$ cat config.mk
export PLATFORM = sky130hd
export DESIGN_NAME = vga_timing_gen
export DESIGN_NICKNAME = d
export VERILOG_FILES = /design/src/rtl/vga_timing_gen.sv
export SDC_FILE = /design/constraint.sdc
export NUM_CORES = 1
export LEC_CHECK = 0
export ABC_CLOCK_PERIOD_IN_PS = 1800
export BUFFER_PORTS_ARGS = -buffer_cell sky130_fd_sc_hd__buf_4
export CAP_MARGIN = 10
export CORE_MARGIN = 2
export CORE_UTILIZATION = 46
export DETAILED_ROUTE_END_ITERATION = 7
export PLACE_DENSITY = 0.76
export SYNTH_ARGS = -nofsm -noshare
export SYNTH_HDL_FRONTEND = slang
export SYNTH_SLANG_ARGS = --single-unit
$ cat constraint.sdc
create_clock -name clk -period 1.8 [get_ports clk]
set_input_delay 0.27 -clock clk [delete_from_list [all_inputs] [get_ports clk]]
set_output_delay 0.27 -clock clk [all_outputs]
set_load 0.005 [all_outputs]
$ cat src/rtl/vga_timing_gen.sv
// vga_timing_gen: free-running VGA display timing generator.
// A prescaler divides clk down to the pixel rate. Horizontal and vertical
// counters walk the raster, and every output is registered so that all
// outputs stay mutually aligned and change only on the pix_tick cycle.
module vga_timing_gen #(
  parameter int CLK_DIV  = 4,
  parameter int H_ACTIVE = 640,
  parameter int H_FP     = 16,
  parameter int H_SYNC   = 96,
  parameter int H_BP     = 48,
  parameter int V_ACTIVE = 480,
  parameter int V_FP     = 10,
  parameter int V_SYNC   = 2,
  parameter int V_BP     = 33,
  parameter bit SYNC_POL = 1'b0
) (
  input  logic       clk,
  input  logic       reset,
  output logic       pix_tick,
  output logic       horiz_sync,
  output logic       vert_sync,
  output logic       video_on,
  output logic [9:0] pixel_column,
  output logic [9:0] pixel_row,
  output logic       frame_start
);

  localparam int H_TOTAL = H_ACTIVE + H_FP + H_SYNC + H_BP;
  localparam int V_TOTAL = V_ACTIVE + V_FP + V_SYNC + V_BP;

  localparam logic [4:0] PRE_LAST = 5'(CLK_DIV - 1);
  localparam logic [9:0] H_LAST   = 10'(H_TOTAL - 1);
  localparam logic [9:0] V_LAST   = 10'(V_TOTAL - 1);
  localparam logic [9:0] H_VIS    = 10'(H_ACTIVE);
  localparam logic [9:0] V_VIS    = 10'(V_ACTIVE);
  localparam logic [9:0] HS_FIRST = 10'(H_ACTIVE + H_FP);
  localparam logic [9:0] HS_LAST  = 10'(H_ACTIVE + H_FP + H_SYNC - 1);
  localparam logic [9:0] VS_FIRST = 10'(V_ACTIVE + V_FP);
  localparam logic [9:0] VS_LAST  = 10'(V_ACTIVE + V_FP + V_SYNC - 1);

  // The prescaler resets to 0 so the first clk after reset is a tick.
  // hnext/vnext hold the position that will be presented on the next tick,
  // which lets reset land on (0,0) and present it immediately on release.
  logic [4:0] pre_q, pre_d;
  logic [9:0] hnext_q, hnext_d;
  logic [9:0] vnext_q, vnext_d;
  logic       tick_q, tick_d;
  logic       hs_q, hs_d;
  logic       vs_q, vs_d;
  logic       von_q, von_d;
  logic [9:0] col_q, col_d;
  logic [9:0] row_q, row_d;
  logic       fs_q, fs_d;
  logic       tick_now;

  // Next-state logic: advance prescaler and raster, decode outputs on a tick.
  always_comb begin
    tick_now = (pre_q == 5'd0);
    pre_d    = (pre_q == PRE_LAST) ? 5'd0 : pre_q + 5'd1;
    hnext_d  = hnext_q;
    vnext_d  = vnext_q;
    tick_d   = tick_now;
    fs_d     = 1'b0;
    hs_d     = hs_q;
    vs_d     = vs_q;
    von_d    = von_q;
    col_d    = col_q;
    row_d    = row_q;
    if (tick_now) begin
      col_d = hnext_q;
      row_d = vnext_q;
      fs_d  = (hnext_q == 10'd0) && (vnext_q == 10'd0);
      hs_d  = ((hnext_q >= HS_FIRST) && (hnext_q <= HS_LAST)) ? SYNC_POL : ~SYNC_POL;
      vs_d  = ((vnext_q >= VS_FIRST) && (vnext_q <= VS_LAST)) ? SYNC_POL : ~SYNC_POL;
      von_d = (hnext_q < H_VIS) && (vnext_q < V_VIS);
      if (hnext_q == H_LAST) begin
        hnext_d = 10'd0;
        vnext_d = (vnext_q == V_LAST) ? 10'd0 : vnext_q + 10'd1;
      end else begin
        hnext_d = hnext_q + 10'd1;
      end
    end
  end

  // State and output registers; reset parks everything at the idle levels.
  always_ff @(posedge clk) begin
    if (reset) begin
      pre_q   <= 5'd0;
      hnext_q <= 10'd0;
      vnext_q <= 10'd0;
      tick_q  <= 1'b0;
      fs_q    <= 1'b0;
      hs_q    <= ~SYNC_POL;
      vs_q    <= ~SYNC_POL;
      von_q   <= 1'b0;
      col_q   <= 10'd0;
      row_q   <= 10'd0;
    end else begin
      pre_q   <= pre_d;
      hnext_q <= hnext_d;
      vnext_q <= vnext_d;
      tick_q  <= tick_d;
      fs_q    <= fs_d;
      hs_q    <= hs_d;
      vs_q    <= vs_d;
      von_q   <= von_d;
      col_q   <= col_d;
      row_q   <= row_d;
    end
  end

  assign pix_tick     = tick_q;
  assign frame_start  = fs_q;
  assign horiz_sync   = hs_q;
  assign vert_sync    = vs_q;
  assign video_on     = von_q;
  assign pixel_column = col_q;
  assign pixel_row    = row_q;

endmodule

-- Word level (Yosys, flattened, before mapping)
Cells that the tools add are included.
- reduce and logical (&&, ||, !) cells: 10
- equal/unequal tests: 3
- muxes and demuxes: 4
- bitwise gates (word level): 1
- add/sub/neg operators: 3
- magnitude comparators: 6
- operators by type and width (cell ; count):
    $add A10 B1 Y10 const B ; 2
    $eq A10 B10 Y1 const B ; 2
    $logic_not A10 Y1 ; 2
    $mux W10 ; 2
    $ge A10 B10 Y1 const B ; 1
    $ge A10 B9 Y1 const B ; 1
    $le A10 B10 Y1 const B ; 1
    $le A10 B9 Y1 const B ; 1
    $lt A10 B10 Y1 const B ; 1
    $lt A10 B9 Y1 const B ; 1
    $add A5 B1 Y5 const B ; 1
    $eq A5 B2 Y1 const B ; 1
    $logic_not A5 Y1 ; 1
    $logic_and A1 B1 Y1 ; 4
    $reduce_or A2 Y1 ; 2
    $mux W1 ; 2
    $reduce_and A2 Y1 ; 1
    $not A1 Y1 ; 1
- register bits: 50
- output and inout port bits: 25
- word-level logic and storage cells: 37

-- Longest topological paths before layout
- word-level depth: 3
- depth in mapped cells: 7
- gate-level depth less buffers: 6

-- Worst setup path before layout
No wires, ideal clock.
- kind: register to register
- start: register hnext_q[0]
- end: register vnext_q[7]
- library setup time: 0.070 ns
- path buffers: 1
- cell stages (with the launch flop): 7
- path slack: 0.020 ns
- data arrival time: 1.709 ns
- cells stage by stage: dfxtp_1 > ha_1 > and3_1 > clkbuf_1 > nand4_2 > or4_1 > a21oi_1
- word-level cells in the longest chain between the ends: 2
- RTL lines (element ; line ; text):
    start, declared ; 45 ; logic [9:0] hnext_q, hnext_d;
    start signal, assigned ; 100 ; hnext_q <= hnext_d;
    $eq A10 B10 Y1 ; 76 ; if (hnext_q == H_LAST) begin
    $reduce_and A2 Y1 (no line) ; n/a ;
    end signal, assigned ; 101 ; vnext_q <= vnext_d;
    end, declared ; 46 ; logic [9:0] vnext_q, vnext_d;
Every way passes these cells.
A chain may end at the register's enable or synchronous reset.

-- Worst setup path after layout
- start: register hnext_q[0]
- end: register vnext_q[2]
Same word-level chain as after synthesis.

==> metrics.txt <==
# TYPE chip_impl_metric gauge
chip_impl_info{name="run_status",value="complete, no violations"} 1
chip_impl_info{name="tritoncts",value="yes"} 1
chip_impl_metric{name="nNetsFinal",unit=""} 314
chip_impl_metric{name="number_of_antenna_violations_at_the_first_check_in_global_routing",unit=""} 0
chip_impl_info{name="critical_path.slowest_cell",value="sky130_fd_sc_hd__or4b_1"} 1
chip_impl_metric{name="max_stage_delay",unit="ns"} 0.56
chip_impl_metric{name="ant_nets",unit=""} 0
chip_impl_info{name="r2r_start",value="hnext_q[0]$_SDFFE_PP0N_"} 1
chip_impl_metric{name="num_antenna_cells",unit=""} 0
chip_impl_metric{name="cts_buffers",unit=""} 5
chip_impl_metric{name="grt_use_total",unit="%"} 19.6
chip_impl_info{name="startpoint_to_endpoint_class_of_the_critical_path",value="register to register"} 1
chip_impl_metric{name="yosysUniqueCellTypes",unit=""} 38
chip_impl_metric{name="drt_first_pass_iters",unit=""} 4
chip_impl_metric{name="timing.hold.worst_path_depth",unit=""} 2
chip_impl_metric{name="placeable_core_region",unit="mm²"} 0.00466
chip_impl_metric{name="cp_num_buf_inv",unit=""} 0
chip_impl_metric{name="peakVddDrop",unit="mV"} 0.403
chip_impl_metric{name="die_height",unit="µm"} 73.2
chip_impl_metric{name="setup_violations",unit=""} 0
chip_impl_metric{name="post_route_skew",unit="ns"} 0.00985
chip_impl_metric{name="ys_seq_elements",unit=""} 50
chip_impl_metric{name="ratio_of_cells_with_drive_above_1_in_the_final_layout",unit="%"} 22.2
chip_impl_metric{name="worst_ep_required_time",unit="ns"} 2.04
chip_impl_metric{name="worstPathArrival",unit="ns"} 1.95
chip_impl_metric{name="synthesis.instances",unit=""} 266
chip_impl_metric{name="p_total",unit="mW"} 2.22
chip_impl_metric{name="placement.io_buffers",unit=""} 26
chip_impl_metric{name="power_density",unit="mW/mm²"} 817
chip_impl_metric{name="finalWeightedCongestion",unit=""} 0.892
chip_impl_info{name="r2r_end",value="vnext_q[2]$_SDFFE_PP0P_"} 1
chip_impl_metric{name="post_synth_instance_area",unit="mm²"} 0.00220
chip_impl_info{name="element_type_at_the_critical_path_end",value="register"} 1
chip_impl_metric{name="dpl-instance-area",unit="mm²"} 0.00255
chip_impl_metric{name="top_level_ports",unit=""} 27
chip_impl_info{name="hold_path_startpoint",value="reset"} 1
chip_impl_metric{name="cts.clk_slew.worst_paths",unit="ns"} 0.09
chip_impl_metric{name="start_util",unit="%"} 47.3
chip_impl_metric{name="clock_insertion_delay_worst_skew",unit="ns"} 0.30
chip_impl_metric{name="final.fill_count",unit=""} 419
chip_impl_metric{name="rows",unit=""} 25
chip_impl_metric{name="totalWireLength",unit="µm"} 4930
chip_impl_metric{name="die_area",unit="mm²"} 0.00536
chip_impl_metric{name="power.leakage",unit="nW"} 1.10
chip_impl_metric{name="timing.final.crit_period",unit="ns"} 1.71
chip_impl_metric{name="timing.critical_path.fanout_max",unit=""} 6
chip_impl_metric{name="first_global_vias",unit=""} 1752
chip_impl_metric{name="deepest_level_of_the_cts_h_tree",unit=""} 2
chip_impl_metric{name="clock-sinks",unit=""} 50
chip_impl_info{name="worst_path_dominant_cell_family",value="simple AND/OR/NAND/NOR gates"} 1
chip_impl_metric{name="drv_slew",unit=""} 0
chip_impl_metric{name="r2r_setup_slack",unit="ns"} 0.09
chip_impl_metric{name="detail_route.iter0.violations",unit=""} 144
chip_impl_metric{name="hold_viol_final",unit=""} 0
chip_impl_metric{name="cts_buffer_depth",unit=""} 2
chip_impl_metric{name="seq_area_frac_synth",unit="%"} 45.4
chip_impl_metric{name="max-cap-violations",unit=""} 0
chip_impl_info{name="timing.hold.worst.class",value="input port to register"} 1
chip_impl_metric{name="whs",unit="ns"} 0.401
chip_impl_metric{name="via_count",unit=""} 1973
chip_impl_metric{name="design_area",unit="mm²"} 0.00271
chip_impl_metric{name="globalRouteOverflowTotal",unit=""} 0
chip_impl_metric{name="tightestPinTransition",unit="ns"} 0.466
chip_impl_metric{name="r2r_cells",unit=""} 5
chip_impl_metric{name="grt_first_pass_wirelength",unit="µm"} 8260
chip_impl_metric{name="syn_area_per_cell",unit="µm²"} 8.29
chip_impl_metric{name="drt-wirelength-per-cell",unit="µm"} 13.7
chip_impl_info{name="crit_path_cell_trace",value="ha_1 -> and3_2 -> nand4_2 -> or4b_1 -> nand3_1"} 1
chip_impl_metric{name="die_width",unit="µm"} 73.2
chip_impl_metric{name="grt_start_max_net_pins",unit=""} 47
chip_impl_metric{name="layout.core_utilization",unit="%"} 58.2
chip_impl_metric{name="hpwlAfterDp",unit="µm"} 3310
chip_impl_info{name="cts-root-buf",value="sky130_fd_sc_hd__clkbuf_8"} 1
chip_impl_metric{name="fin_crit_sh",unit="%"} 94.8
chip_impl_info{name="startpoint_type",value="register"} 1
chip_impl_metric{name="timing.max_slew.rel_slack",unit="%"} 68.9
chip_impl_metric{name="syn-num-nets",unit=""} 275
chip_impl_metric{name="clock.fmax",unit="GHz"} 0.586
chip_impl_metric{name="yosys_warnings",unit=""} 0
chip_impl_metric{name="area.growth.synth_to_final",unit="%"} 23.1
chip_impl_metric{name="drt_drc_violations_left",unit=""} 0
chip_impl_info{name="holdPathEnd",value="hnext_q[2]$_SDFFE_PP0N_"} 1
chip_impl_metric{name="post_drt_via_cell_ratio",unit=""} 5.48
flip-flops by register name (all words and copies together), names as in the netlist:
| register | flops |
|---|---|
| vert_sync | 1 |
| horiz_sync | 1 |
| video_on | 1 |
| pixel_column | 10 |
| frame_start | 1 |
| pixel_row | 10 |
| pix_tick | 1 |
| hnext_q | 10 |
| vnext_q | 10 |
| pre_q | 5 |
power breakdown:
group / internal [mW] / total [mW] / leakage, nW / switching (mW)
Sequential: 1.16 / 1.21 / 0.407 / 0.0503
Combinational: 0.165 / 0.366 / 0.646 / 0.201
Clock: 0.275 / 0.641 / 0.0452 / 0.366
stage by stage:
stage / instances / TNS, ns / setup slack [ns]
5_1_grt: 360 / -0.0194 / -0.0194
4_1_cts: 356 / 0 / 0.00252
3_5_place_dp: 348 / 0 / 0.0338
2_1_floorplan: 266 / 0 / 0.0201
3_3_place_gp: 348 / 0 / 0.107
6_report: 360 / 0 / 0.0928
placed cells by master (no fill, tap or decap), drive strengths merged, types with 2 or more instances in the layout:
cell type and n:
clkinv 2, dfxtp 50, nor3 3, nor4b 3, inv 9, o21ai 4
ha 7, a41oi 2, o41ai 2, nor2b 3, nand2b 5, nand3b 2
xor2 10, a21oi 25, nand3 17, nor2 20, and4 3, o211ai 2
or4 2, nand4 8, o31ai 2, nand2 53, nor4 4, a211o 2
buf 46, clkbuf 6, and3 5
cells in the mapped netlist:
master / n / area share, %
sky130_fd_sc_hd__xnor2_1: 1 / 0.40
sky130_fd_sc_hd__nand4_1: 7 / 2.0
sky130_fd_sc_hd__nor4_1: 4 / 1.1
sky130_fd_sc_hd__inv_1: 9 / 1.5
sky130_fd_sc_hd__or4b_1: 1 / 0.45
sky130_fd_sc_hd__nand2_1: 53 / 9.0
sky130_fd_sc_hd__a211o_1: 2 / 0.79
sky130_fd_sc_hd__and4_1: 3 / 1.2
sky130_fd_sc_hd__a21o_1: 1 / 0.34
sky130_fd_sc_hd__nor2b_1: 3 / 0.85
sky130_fd_sc_hd__o41ai_1: 2 / 0.79
sky130_fd_sc_hd__xor2_1: 10 / 4.0
sky130_fd_sc_hd__dfxtp_1: 50 / 45
sky130_fd_sc_hd__mux2_2: 1 / 0.51
sky130_fd_sc_hd__buf_1: 1 / 0.17
sky130_fd_sc_hd__o21ai_0: 4 / 0.91
sky130_fd_sc_hd__o211ai_1: 2 / 0.68
sky130_fd_sc_hd__nand3b_1: 2 / 0.68
sky130_fd_sc_hd__nand2b_1: 5 / 1.4
sky130_fd_sc_hd__and2_1: 1 / 0.28
sky130_fd_sc_hd__and3_1: 5 / 1.4
sky130_fd_sc_hd__mux2i_1: 1 / 0.45
sky130_fd_sc_hd__clkbuf_1: 12 / 2.0
sky130_fd_sc_hd__ha_1: 7 / 4.0
sky130_fd_sc_hd__buf_2: 1 / 0.23
sky130_fd_sc_hd__nand4b_1: 1 / 0.40
sky130_fd_sc_hd__nor4b_4: 1 / 1.1
sky130_fd_sc_hd__or4_1: 2 / 0.68
sky130_fd_sc_hd__a21oi_1: 25 / 5.7
sky130_fd_sc_hd__nand4_2: 1 / 0.57
sky130_fd_sc_hd__nor3_1: 3 / 0.68
sky130_fd_sc_hd__o31ai_1: 2 / 0.68
sky130_fd_sc_hd__and4b_1: 1 / 0.45
sky130_fd_sc_hd__nor2_1: 20 / 3.4
sky130_fd_sc_hd__nor4b_1: 2 / 0.79
sky130_fd_sc_hd__or3_1: 1 / 0.28
sky130_fd_sc_hd__nand3_1: 17 / 3.9
sky130_fd_sc_hd__a41oi_1: 2 / 0.79
logic make-up after synthesis:
logic type                 count (synthesis)  synth area share [%]
AOI/OAI and AO/OA                         40                  10.7
xor gates and xnor gates                  11                  4.37
adders and majority gates                  7                  3.97
buffers and inverters                     23                  3.97
DFF                                       50                  45.4
muxes                                      2                 0.965
and+or+nand+nor                          133                  30.6
worst max-delay path by stage:
stage / startpoint / to / slack (ns) / cells after the start
2_1_floorplan: hnext_q[0]$_SDFFE_PP0N_ / vnext_q[7]$_SDFFE_PP0P_ / 0.02 / 6
3_3_place_gp: hnext_q[0]$_SDFFE_PP0N_ / vnext_q[7]$_SDFFE_PP0P_ / 0.11 / 5
3_5_place_dp: hnext_q[0]$_SDFFE_PP0N_ / vnext_q[7]$_SDFFE_PP0P_ / 0.03 / 5
4_1_cts: hnext_q[1]$_SDFFE_PP0N_ / vnext_q[7]$_SDFFE_PP0P_ / 0.003 / 5
5_1_grt: hnext_q[0]$_SDFFE_PP0N_ / vnext_q[2]$_SDFFE_PP0P_ / -0.02 / 5
6_report: hnext_q[0]$_SDFFE_PP0N_ / vnext_q[2]$_SDFFE_PP0P_ / 0.09 / 5
area by class of cell:
type	count	area (µm²)	share of cell area, %
clock buffer	6	72.6	2.67
timing repair buffer	46	365	13.5
sequential	50	1010	37.1
clock inverter	2	13.8	0.507
inverter	9	33.8	1.24
multi-input combinational	193	1150	42.6
tap	54	67.6	2.49
worst register-to-register path: stages (launching register included):
cell	delay [ns]
sky130_fd_sc_hd__dfxtp_2	0.39
sky130_fd_sc_hd__ha_1	0.21
sky130_fd_sc_hd__and3_2	0.24
sky130_fd_sc_hd__nand4_2	0.18
sky130_fd_sc_hd__or4b_1	0.56
sky130_fd_sc_hd__nand3_1	0.08
per-layer routing:
layer	global-route usage (%)	routed length, µm	vias up
met3	4.83	293	10
met2	30.8	2280	56
met5	0	0	-
met4	5.97	108	0
met1	26.5	2260	913
li1	-	-	994
timing repair:
action | 4_1_cts | 5_1_grt
pin swaps | 0 | 6
hold buffers | 0 | 0
resized for setup | 1 | 15
setup endpoints to repair | 1 | 10
setup buffers | 0 | 4
Power figures use the tool's default switching activity.
